## src/rtl/wb_uart_array.sv

```systemverilog
// wb_uart_array: N-channel Wishbone UART, 16-byte channel stride, runtime divisor, TX hold+shift, RX FIFO.
// Optional build macro UART_ARRAY_LOOPBACK_EN adds per-channel TX->RX loopback on CTRL[4].
module wb_uart_array #(
  parameter int unsigned NCHAN      = 3,
  parameter int unsigned CLK_FREQ   = 100000000,
  parameter int unsigned BAUD       = 9600,
  parameter int unsigned FIFO_DEPTH = 16
) (
  input  logic             clk,
  input  logic             rst,
  input  logic [31:0]      wb_adr_i,
  input  logic [31:0]      wb_dat_i,
  output logic [31:0]      wb_dat_o,
  input  logic [3:0]       wb_sel_i,
  input  logic             wb_we_i,
  input  logic             wb_stb_i,
  input  logic             wb_cyc_i,
  output logic             wb_ack_o,
  input  logic [NCHAN-1:0] uart_rxd,
  output logic [NCHAN-1:0] uart_txd,
  output logic             intr
);
  localparam int unsigned AW      = $clog2(FIFO_DEPTH);
  localparam logic [15:0] RST_DIV = 16'(CLK_FREQ / BAUD);
`ifdef UART_ARRAY_LOOPBACK_EN
  localparam logic [4:0]  CTRL_MASK = 5'h17;
`else
  localparam logic [4:0]  CTRL_MASK = 5'h07;
`endif

  typedef enum logic {TX_IDLE, TX_SHIFT} tx_state_e;
  typedef enum logic [1:0] {RX_IDLE, RX_START, RX_DATA, RX_STOP} rx_state_e;

  logic                   ack_q, ack_d, intr_q, intr_d;
  logic [31:0]            dat_q, dat_d, rdat_c;
  logic                   acc_c;
  logic [3:0]             ch_c;
  logic [1:0]             reg_c;
  logic [NCHAN-1:0]       wr_stat_c, wr_data_c, wr_div_c, wr_ctrl_c, rd_data_c, irq_w;
  logic [NCHAN-1:0][4:0]  stat_w, ctrl_w;
  logic [NCHAN-1:0][15:0] div_w;
  logic [NCHAN-1:0][7:0]  head_w;
  logic                   unused_bits;

  assign unused_bits = ^{wb_sel_i, wb_adr_i[31:8], wb_adr_i[1:0], wb_dat_i[31:16]};
  assign acc_c       = wb_stb_i & wb_cyc_i & ~ack_q;
  assign ch_c        = wb_adr_i[7:4];
  assign reg_c       = wb_adr_i[3:2];
  assign wb_ack_o    = ack_q;
  assign wb_dat_o    = dat_q;
  assign intr        = intr_q;

  // Bus decode: one strobe per channel/register, read mux, registered ack/data/irq
  always_comb begin
    wr_stat_c = '0;
    wr_data_c = '0;
    wr_div_c  = '0;
    wr_ctrl_c = '0;
    rd_data_c = '0;
    rdat_c    = '0;
    for (int unsigned i = 0; i < NCHAN; i++) begin
      if (ch_c == 4'(i)) begin
        wr_stat_c[i] = acc_c & wb_we_i & (reg_c == 2'd0);
        wr_data_c[i] = acc_c & wb_we_i & (reg_c == 2'd1);
        wr_div_c[i]  = acc_c & wb_we_i & (reg_c == 2'd2);
        wr_ctrl_c[i] = acc_c & wb_we_i & (reg_c == 2'd3);
        rd_data_c[i] = acc_c & ~wb_we_i & (reg_c == 2'd1);
        case (reg_c)
          2'd0:    rdat_c = {27'd0, stat_w[i]};
          2'd1:    rdat_c = {24'd0, stat_w[i][0] ? head_w[i] : 8'd0};
          2'd2:    rdat_c = {16'd0, div_w[i]};
          default: rdat_c = {27'd0, ctrl_w[i]};
        endcase
      end
    end
    ack_d  = acc_c;
    dat_d  = (acc_c & ~wb_we_i) ? rdat_c : 32'd0;
    intr_d = |irq_w;
  end

  always_ff @(posedge clk) begin
    if (!rst) begin
      ack_q  <= 1'b0;
      dat_q  <= 32'd0;
      intr_q <= 1'b0;
    end else begin
      ack_q  <= ack_d;
      dat_q  <= dat_d;
      intr_q <= intr_d;
    end
  end

  for (genvar g = 0; g < NCHAN; g++) begin : g_ch
    logic [15:0] div_q, div_d, tx_cnt_q, tx_cnt_d, tx_div_q, tx_div_d;
    logic [15:0] rx_cnt_q, rx_cnt_d, rx_div_q, rx_div_d, rx_half_c;
    logic [4:0]  ctrl_q, ctrl_d;
    logic        ovr_q, ovr_d, ferr_q, ferr_d, hold_full_q, hold_full_d;
    logic [7:0]  hold_q, hold_d, rx_sh_q, rx_sh_d;
    logic [8:0]  tx_sh_q, tx_sh_d;
    logic [3:0]  tx_bit_q, tx_bit_d;
    logic [2:0]  rx_bit_q, rx_bit_d;
    logic        tx_line_q, tx_line_d, tx_load_c, tx_busy_c;
    logic        rx_s1_q, rx_s1_d, rx_s2_q, rx_s2_d, rx_last_q, rx_last_d, rx_in_c;
    tx_state_e   tx_st_q, tx_st_d;
    rx_state_e   rx_st_q, rx_st_d;
    logic [AW:0] wr_ptr_q, wr_ptr_d, rd_ptr_q, rd_ptr_d;
    logic        push_c, pop_c, fifo_we_c, empty_c, full_c;
    logic [7:0]  fifo_mem_q [FIFO_DEPTH];

`ifdef UART_ARRAY_LOOPBACK_EN
    assign rx_in_c     = ctrl_q[4] ? tx_line_q : uart_rxd[g];
    assign uart_txd[g] = tx_line_q | ctrl_q[4];
`else
    assign rx_in_c     = uart_rxd[g];
    assign uart_txd[g] = tx_line_q;
`endif

    assign empty_c   = (wr_ptr_q == rd_ptr_q);
    assign full_c    = (wr_ptr_q[AW] != rd_ptr_q[AW]) && (wr_ptr_q[AW-1:0] == rd_ptr_q[AW-1:0]);
    assign pop_c     = rd_data_c[g] & ~empty_c;
    assign tx_busy_c = hold_full_q | (tx_st_q != TX_IDLE);
    assign rx_half_c = {1'b0, rx_div_q[15:1]};
    assign stat_w[g] = {hold_full_q, ferr_q, ovr_q, tx_busy_c, ~empty_c};
    assign ctrl_w[g] = ctrl_q;
    assign div_w[g]  = div_q;
    assign head_w[g] = fifo_mem_q[rd_ptr_q[AW-1:0]];
    assign irq_w[g]  = (ctrl_q[0] & ~empty_c) | (ctrl_q[1] & ~tx_busy_c) | (ctrl_q[2] & (ovr_q | ferr_q));

    always_comb begin
      div_d = div_q;  ctrl_d = ctrl_q;  ovr_d = ovr_q;  ferr_d = ferr_q;
      hold_d = hold_q;  hold_full_d = hold_full_q;  tx_load_c = 1'b0;
      tx_st_d = tx_st_q;  tx_sh_d = tx_sh_q;  tx_bit_d = tx_bit_q;
      tx_cnt_d = tx_cnt_q;  tx_div_d = tx_div_q;  tx_line_d = tx_line_q;
      rx_s1_d = rx_in_c;  rx_s2_d = rx_s1_q;  rx_last_d = rx_s2_q;
      rx_st_d = rx_st_q;  rx_cnt_d = rx_cnt_q;  rx_div_d = rx_div_q;
      rx_bit_d = rx_bit_q;  rx_sh_d = rx_sh_q;  push_c = 1'b0;
      wr_ptr_d = wr_ptr_q;  rd_ptr_d = rd_ptr_q;

      if (wr_div_c[g])  div_d  = (wb_dat_i[15:0] < 16'd2) ? 16'd2 : wb_dat_i[15:0];
      if (wr_ctrl_c[g]) ctrl_d = wb_dat_i[4:0] & CTRL_MASK;
      if (wr_stat_c[g] & wb_dat_i[2]) ovr_d  = 1'b0;
      if (wr_stat_c[g] & wb_dat_i[3]) ferr_d = 1'b0;
      if (wr_data_c[g] & ~hold_full_q) begin
        hold_d      = wb_dat_i[7:0];
        hold_full_d = 1'b1;
      end

      // TX: start bit is bit 0, stop bit is bit 9; a waiting byte reloads with no gap
      case (tx_st_q)
        TX_IDLE: tx_load_c = hold_full_q;
        TX_SHIFT: begin
          tx_cnt_d = tx_cnt_q + 16'd1;
          if (tx_cnt_q == tx_div_q - 16'd1) begin
            tx_cnt_d = 16'd0;
            if (tx_bit_q == 4'd9) begin
              tx_load_c = hold_full_q;
              tx_st_d   = TX_IDLE;
            end else begin
              tx_line_d = tx_sh_q[0];
              tx_sh_d   = {1'b0, tx_sh_q[8:1]};
              tx_bit_d  = tx_bit_q + 4'd1;
            end
          end
        end
      endcase
      if (tx_load_c) begin
        tx_st_d     = TX_SHIFT;
        tx_line_d   = 1'b0;
        tx_sh_d     = {1'b1, hold_q};
        tx_bit_d    = 4'd0;
        tx_cnt_d    = 16'd0;
        tx_div_d    = div_q;
        hold_full_d = 1'b0;
      end

      // RX: verify start at half bit, then sample each bit centre
      case (rx_st_q)
        RX_IDLE: if (rx_last_q & ~rx_s2_q) begin
          rx_st_d  = RX_START;
          rx_cnt_d = 16'd0;
          rx_div_d = div_q;
        end
        RX_START: begin
          rx_cnt_d = rx_cnt_q + 16'd1;
          if (rx_cnt_q == rx_half_c - 16'd1) begin
            rx_cnt_d = 16'd0;
            rx_bit_d = 3'd0;
            rx_st_d  = rx_s2_q ? RX_IDLE : RX_DATA;
          end
        end
        RX_DATA: begin
          rx_cnt_d = rx_cnt_q + 16'd1;
          if (rx_cnt_q == rx_div_q - 16'd1) begin
            rx_cnt_d = 16'd0;
            rx_sh_d  = {rx_s2_q, rx_sh_q[7:1]};
            rx_bit_d = rx_bit_q + 3'd1;
            if (rx_bit_q == 3'd7) rx_st_d = RX_STOP;
          end
        end
        RX_STOP: begin
          rx_cnt_d = rx_cnt_q + 16'd1;
          if (rx_cnt_q == rx_div_q - 16'd1) begin
            rx_st_d = RX_IDLE;
            if (rx_s2_q) push_c = 1'b1;
            else         ferr_d = 1'b1;
          end
        end
      endcase

      // A pop in the same cycle frees the slot for a push into a full FIFO
      fifo_we_c = push_c & (~full_c | pop_c);
      if (push_c & full_c & ~pop_c) ovr_d = 1'b1;
      if (fifo_we_c) wr_ptr_d = wr_ptr_q + 1'b1;
      if (pop_c)     rd_ptr_d = rd_ptr_q + 1'b1;
    end

    always_ff @(posedge clk) begin
      if (!rst) begin
        div_q <= RST_DIV;  ctrl_q <= 5'd0;  ovr_q <= 1'b0;  ferr_q <= 1'b0;
        hold_q <= 8'd0;  hold_full_q <= 1'b0;
        tx_st_q <= TX_IDLE;  tx_sh_q <= 9'd0;  tx_bit_q <= 4'd0;
        tx_cnt_q <= 16'd0;  tx_div_q <= RST_DIV;  tx_line_q <= 1'b1;
        rx_s1_q <= 1'b1;  rx_s2_q <= 1'b1;  rx_last_q <= 1'b1;
        rx_st_q <= RX_IDLE;  rx_cnt_q <= 16'd0;  rx_div_q <= RST_DIV;
        rx_bit_q <= 3'd0;  rx_sh_q <= 8'd0;
        wr_ptr_q <= '0;  rd_ptr_q <= '0;
      end else begin
        div_q <= div_d;  ctrl_q <= ctrl_d;  ovr_q <= ovr_d;  ferr_q <= ferr_d;
        hold_q <= hold_d;  hold_full_q <= hold_full_d;
        tx_st_q <= tx_st_d;  tx_sh_q <= tx_sh_d;  tx_bit_q <= tx_bit_d;
        tx_cnt_q <= tx_cnt_d;  tx_div_q <= tx_div_d;  tx_line_q <= tx_line_d;
        rx_s1_q <= rx_s1_d;  rx_s2_q <= rx_s2_d;  rx_last_q <= rx_last_d;
        rx_st_q <= rx_st_d;  rx_cnt_q <= rx_cnt_d;  rx_div_q <= rx_div_d;
        rx_bit_q <= rx_bit_d;  rx_sh_q <= rx_sh_d;
        wr_ptr_q <= wr_ptr_d;  rd_ptr_q <= rd_ptr_d;
      end
    end

    always_ff @(posedge clk) begin
      if (fifo_we_c) fifo_mem_q[wr_ptr_q[AW-1:0]] <= rx_sh_q;
    end
  end

endmodule

```

## config.mk

```make
export PLATFORM = sky130hd
export DESIGN_NAME = wb_uart_array
export DESIGN_NICKNAME = d
export VERILOG_FILES = /design/src/rtl/wb_uart_array.sv
export SDC_FILE = /design/constraint.sdc
export NUM_CORES = 1
export LEC_CHECK = 0
export CAP_MARGIN = 20
export CORE_ASPECT_RATIO = 0.7
export CORE_UTILIZATION = 56
export DETAILED_ROUTE_END_ITERATION = 8
export GPL_ROUTABILITY_DRIVEN = 0
export MAX_ROUTING_LAYER = met4
export PLACE_DENSITY_LB_ADDON = 0.1
export SYNTH_ARGS = -nofsm -noshare
export SYNTH_HDL_FRONTEND = slang
export SYNTH_SLANG_ARGS = --single-unit
export TNS_END_PERCENT = 50
```

## constraint.sdc

```tcl
create_clock -name clk -period 3.8 [get_ports clk]
set_input_delay 0.57 -clock clk [delete_from_list [all_inputs] [get_ports clk]]
set_output_delay 0.57 -clock clk [all_outputs]
set_load 0.05 [all_outputs]
```

---- Word level (Yosys, flattened, before mapping) ----
Memory sizes are Yosys's and may differ from the RTL's. A register that Yosys moved wholly into a read port is not among the register bits.
Cells that the tools add are included.
word-level totals
  register bits after elaboration ......... 439
  bits in writable memories ............... 384
  input port bits ......................... 76
  logic and storage cells ................. 437
  memories ................................ 3
operators by class
  add/subtract/negate cells ............... 27
  $lt $le $gt $ge ......................... 1
  eq/ne operators ......................... 56
  muxes and demuxes ....................... 154
  bitwise logic cells ..................... 84
  reduce and logical (&&, ||, !) cells .... 43
memory list
  name                words  width  rd ports  clocked after Yosys merged registers in  write ports  line  RTL
  g_ch[0].fifo_mem_q  16     8      1         1                                        1            108   logic [7:0] fifo_mem_q [FIFO_DEPTH];
  g_ch[1].fifo_mem_q  16     8      1         1                                        1            108
  g_ch[2].fifo_mem_q  16     8      1         1                                        1            108
operators by type and width
  operator                                                     number
  two-way mux 16 bit                                           13
  one-hot mux 16 bit (4 select lines)                          3
  == test 16 bit                                               9
  one-hot mux 16 bit (3 select lines)                          3
  two-way mux 9 bit                                            12
  adder 16 x 1 -> 16 bit, second input constant                6
  two-way mux 32 bit                                           3
  subtractor 16 x 1 -> 16 bit, second input constant           6
  two-way mux 1 bit                                            78
  subtractor 15 x 1 -> 16 bit, second input constant           3
  bitwise AND 1 bit                                            42
  two-way mux 2 bit                                            18
  inequality test 2 bit, second input constant                 18
  adder 5 x 1 -> 5 bit, second input constant                  6
  inverter 1 bit                                               27
  AND reduction 3 bit                                          9
  two-way mux 4 bit                                            6
  two-way mux 8 bit                                            3
  one-hot mux 2 bit (4 select lines)                           3
  nonzero test 2 bit                                           12
  two-way mux 3 bit                                            6
  one-hot mux 3 bit (2 select lines)                           3
  == test 2 bit, second input constant                         8
  less-than comparator 16 x 2 -> 1 bit, second input constant  1
  19 further kinds                                             67

---- Longest topological paths before layout ----
  depth in word-level cells ............... 10
  depth in mapped cells ................... 13
  mapped depth without buffers ............ 10

---- Least setup slack after synthesis ----
OpenSTA, ideal clock, no wires.
  path kind ............................... flip-flop to flip-flop
  start point ............................. register g_ch[2].rx_div_q[2]
  end point ............................... memory g_ch[2].fifo_mem_q[0][0], enable pin
  library setup time ...................... 395 ps
  arrival time ............................ 3716 ps
  data required time ...................... 3405 ps
  path slack .............................. -311 ps
  cell stages (with the launch flop) ...... 12
  path buffers ............................ 1
  clock period less this slack ............ 4111 ps
  cells stage by stage .................... dfxtp_1 -> clkbuf_1 -> inv_1 -> ha_1 -> or3b_2 -> or4_4 -> a2111oi_4 -> o22ai_2 -> nand3b_1 -> nor4_2 -> nand4_2 -> nor4_1
on the way
  cells in the longest elaborated chain, start to end .. 7
RTL lines
  element                                  line  RTL
  start: declaration                       95    logic [15:0] rx_cnt_q, rx_cnt_d, rx_div_q, rx_div_d, rx_half_c;
  start signal: assignment                 233   rx_st_q <= rx_st_d; rx_cnt_q <= rx_cnt_d; rx_div_q <= rx_div_d;
  subtractor 16 x 1 -> 16 bit              202   if (rx_cnt_q == rx_div_q - 16'd1) begin
  == test 16 bit                           202
  two-way mux 1 bit                        202
  two-way mux 1 bit                        177   case (rx_st_q)
  bitwise AND 1 bit                        211   fifo_we_c = push_c & (~full_c | pop_c);
  two-way mux 1 bit                        240   if (fifo_we_c) fifo_mem_q[wr_ptr_q[AW-1:0]] <= rx_sh_q;
  two-way mux 1 bit (implied by the code)  240
  end: declaration                         108
Every way passes these cells.

---- Final worst setup path ----
  start point ............................. register g_ch[2].rx_div_q[1]
  end point ............................... memory g_ch[2].fifo_mem_q[6][2], enable pin
The elaborated chain is that of the path after synthesis.

==> run_results.csv <==
group,metric,value,unit
floorplan,start_util,56.7,%
final_layout,syn2layout_area_growth,11.3,%
worst_setup_path,r2r_end,"g_ch[2].fifo_mem_q[6][2]",
min_path,holdPathEnd,"g_ch[2].div_q[5]",
floorplan,rows,80,
worst_setup_path,rrSetupSlack,0.14,ns
power_and_ir_drop,ir_drop,367,uV
sta,post-route-period-util,96.3,%
detailed_routing,drt_iter0_drc,3513,
final_layout,seq_area,20200,um2
sta,worst_slew_pin_slew,0.972,ns
power_and_ir_drop,p_leak,14.6,nW
synthesis,ys.flop_type,"dfxtp_1",
global_routing,grt_pass1_vias,27300,
detailed_routing,vias,28700,
min_path,min_path_cells,2,
worst_setup_path,crit_path_start_kind,"flip-flop",
detailed_routing,wl_per_cell,21.6,um
synthesis,postSynthAreaPerCell,10.7,um2
worst_setup_path,critPathKind,"reg -> reg",
floorplan,core_area,68300,um2
final_layout,final_layout_size_suffix_gt1_share,12.3,%
placed_design,portBuffers,50,
detailed_routing,drc,0,
clocking,cts_tree,"yes",
placed_design,pre_cts_ws,0.126,ns
run,cap_violations,0,
final_layout,fillerInstances,5321,
floorplan,dieArea,70200,um2
global_routing,antenna_found_initial,2,
placed_design,dp.cells,4459,
sta,slew_violations,0,
final_layout,final_util,63.1,%
placed_design,dp.final_hpwl,69500,um
synthesis,async_flop_share,0,%
final_layout,fin_cells,4610,
final_layout,nNetsFinal,3773,
global_routing,grt_max_degree,72,
detailed_routing,avgViaCountPerCell,6.23,
worst_setup_path,end_kind,"flip-flop",
floorplan,ioPinCount,113,
clocking,insertion_delay,0.65,ns
sta,fin_tns_setup,0,ns
synthesis,seq_area_frac_synth,52.3,%
worst_setup_path,reg2reg_depth,11,
clocking,clkTransAtPathRegs,0.07,ns
global_routing,grtUsageTotal,29.2,%
clocking,htreeDepth,3,
sta,hold_viol,0,
final_layout,final_cell_mix,"dfxtp_1, nand2_1, edfxtp_1",
detailed_routing,dr.pass1.iters,8,
global_routing,grt_first_pass_wirelength,155000,um
clocking,clkSinkCount,819,
sta,layout_setup_ws,0.139,ns
sta,rsz0062_at_grt,"true",
floorplan,dieHeight,222,um
sta,hold_ws,0.297,ns
worst_setup_path,cp.arrival,3.94,ns
floorplan,dieWidth,316,um
sta,slew_headroom,34.9,%
sta,setup_violations,0,
synthesis,synthCells,3621,
clocking,cts_hold_buf,0,
worst_setup_path,timing.rr.start,"g_ch[2].rx_div_q[1]",
worst_setup_path,crit_required,4.08,ns
power_and_ir_drop,power_density,419,nW/um2
clocking,cts_buffers,79,
synthesis,synth_edf_count,384,
global_routing,overflow,0,
min_path,hold_path_class,"in -> reg",
synthesis,synth-seq-cells,819,
synthesis,synth_cell_type_count,109,
sta,fmax,273,MHz
worst_setup_path,cp_max_fo,16,
detailed_routing,ant_nets,0,
clocking,ctsRootBufferMaster,"clkbuf_16",
status,outcome,"finished clean",
sta,skew,0.0273,ns
synthesis,yosys_warnings,0,
min_path,hp-start,"rst",
final_layout,layout_commonest_cell,"dfxtp_1",
clocking,cts_buffer_depth,3,
sta,period_minus_slack,3.66,ns
final_layout,multiInputGateArea,17200,um2
synthesis,synthesis.area,38700,um2
detailed_routing,wirelength,99600,um
through the flow:
stage	total power [mW]	cell area, um2
final	18.1	43100
after global routing	18.6	43100
after CTS	18.2	43100
after detailed placement	10.2	40400
after global placement	10.2	40400
after floorplan	9.98	38800
power breakdown:
| group | switching, mW | internal, mW | leakage, nW | total, mW |
|---|---|---|---|---|
| logic | 0.585 | 0.250 | 6.24 | 0.835 |
| clock network | 3.47 | 4.53 | 1.29 | 8.01 |
| registers | 0.0477 | 9.18 | 7.07 | 9.22 |
| total | 4.10 | 14.0 | 14.6 | 18.1 |
synthesized netlist by cell type (all sizes together), types with 11 or more instances:
master / count / area (um2)
nor2b: 32 / 200
edfxtp: 384 / 11500
a21oi: 207 / 1040
mux2: 11 / 124
nor2: 281 / 1050
mux4: 99 / 2230
nand2b: 41 / 257
nand4: 68 / 444
and2: 16 / 100
a221oi: 12 / 105
and3: 48 / 302
o211ai: 22 / 170
nor4b: 11 / 103
dfxtp: 435 / 8710
mux2i: 101 / 1010
clkbuf: 198 / 795
a31oi: 35 / 219
xnor2: 159 / 1390
o21ai: 108 / 541
a211oi: 42 / 343
buf: 66 / 399
a22oi: 15 / 118
nand2: 399 / 1500
inv: 78 / 293
nand3: 158 / 791
nor3: 96 / 490
xor2: 105 / 920
or4: 24 / 188
nor4: 45 / 319
nand3b: 17 / 128
o22ai: 11 / 75.1
o31ai: 17 / 128
ha: 56 / 701
a211o: 17 / 150
or3: 23 / 150
worst max-delay path, stage by stage (launching register included):
cell       delay (ns)
dfxtp_1          0.31
inv_1            0.08
ha_1             0.20
or3b_2           0.49
or4_4            0.45
a2111oi_4        0.37
o22ai_2          0.13
nand3b_1         0.21
nor4_4           0.27
nand4_2          0.16
buf_12           0.19
nor3_4           0.42
routing by layer:
metal	up-vias	GRT usage, %	routed length [um]
met4	0	7.35	2400
met3	174	6.03	8900
li1	13300	-	-
met2	1179	41.2	43100
met1	14100	42.7	45200
met5	-	-	0
state kept, by name, indices dropped and copies added, names as in the netlist, 9 cells and up, named ones only:
| name | cells |
|---|---|
| g_ch.rd_ptr_q | 15 |
| g_ch.tx_cnt_q | 48 |
| g_ch.rx_sh_q | 24 |
| g_ch.ctrl_q | 9 |
| g_ch.wr_ptr_q | 15 |
| g_ch.rx_div_q | 48 |
| g_ch.fifo_mem_q | 384 |
| g_ch.div_q | 48 |
| g_ch.hold_q | 24 |
| g_ch.rx_cnt_q | 48 |
| g_ch.tx_bit_q | 12 |
| g_ch.tx_div_q | 48 |
| wb_dat_o | 16 |
| g_ch.tx_sh_q | 27 |
| g_ch.rx_bit_q | 9 |
worst max path at each step:
| stage | to | startpoint | cells past startpoint | slack, ns |
|---|---|---|---|---|
| 3_3_place_gp | g_ch[2].fifo_mem_q[7][4] | g_ch[2].rx_div_q[1] | 11 | 0.18 |
| 3_5_place_dp | g_ch[2].fifo_mem_q[7][1] | g_ch[2].rx_div_q[1] | 11 | 0.13 |
| 6_report | g_ch[2].fifo_mem_q[6][2] | g_ch[2].rx_div_q[1] | 11 | 0.14 |
| 5_1_grt | g_ch[2].fifo_mem_q[5][5] | g_ch[2].rx_div_q[1] | 11 | -0.0009 |
| 2_1_floorplan | g_ch[2].fifo_mem_q[0][0] | g_ch[2].rx_div_q[2] | 11 | -0.31 |
| 4_1_cts | g_ch[2].fifo_mem_q[7][2] | g_ch[2].rx_div_q[1] | 11 | 0.08 |
timing repair:
action                     in CTS  in global routing
setup endpoints to repair       0                 54
setup buffers                   0                  1
gates resized for setup         0                  3
cell type report:
type,count,area share [%]
clock inverters,33,0.842
repair buffers,188,3.76
clock buffers,114,5.24
well taps,902,2.62
flip-flops and latches,819,47.0
inverters,78,0.691
diodes,1,0.00581
multi-input cells,2475,39.9
kinds of logic (layout without fill, tap and decap cells):
group	Yosys count	after routing	synth area share, %
flip-flops	819	819	52.3
multiplexers	211	211	8.69
other	1	17	0.00969
AND/OR/NAND/NOR	1316	1316	16.8
buffers and inverters	342	413	3.84
XOR/XNOR	264	264	5.97
adder cells (fa/ha/maj)	56	56	1.81
AO/OA/AOI/OAI	612	612	10.6
(Power assumes the default switching activity.)
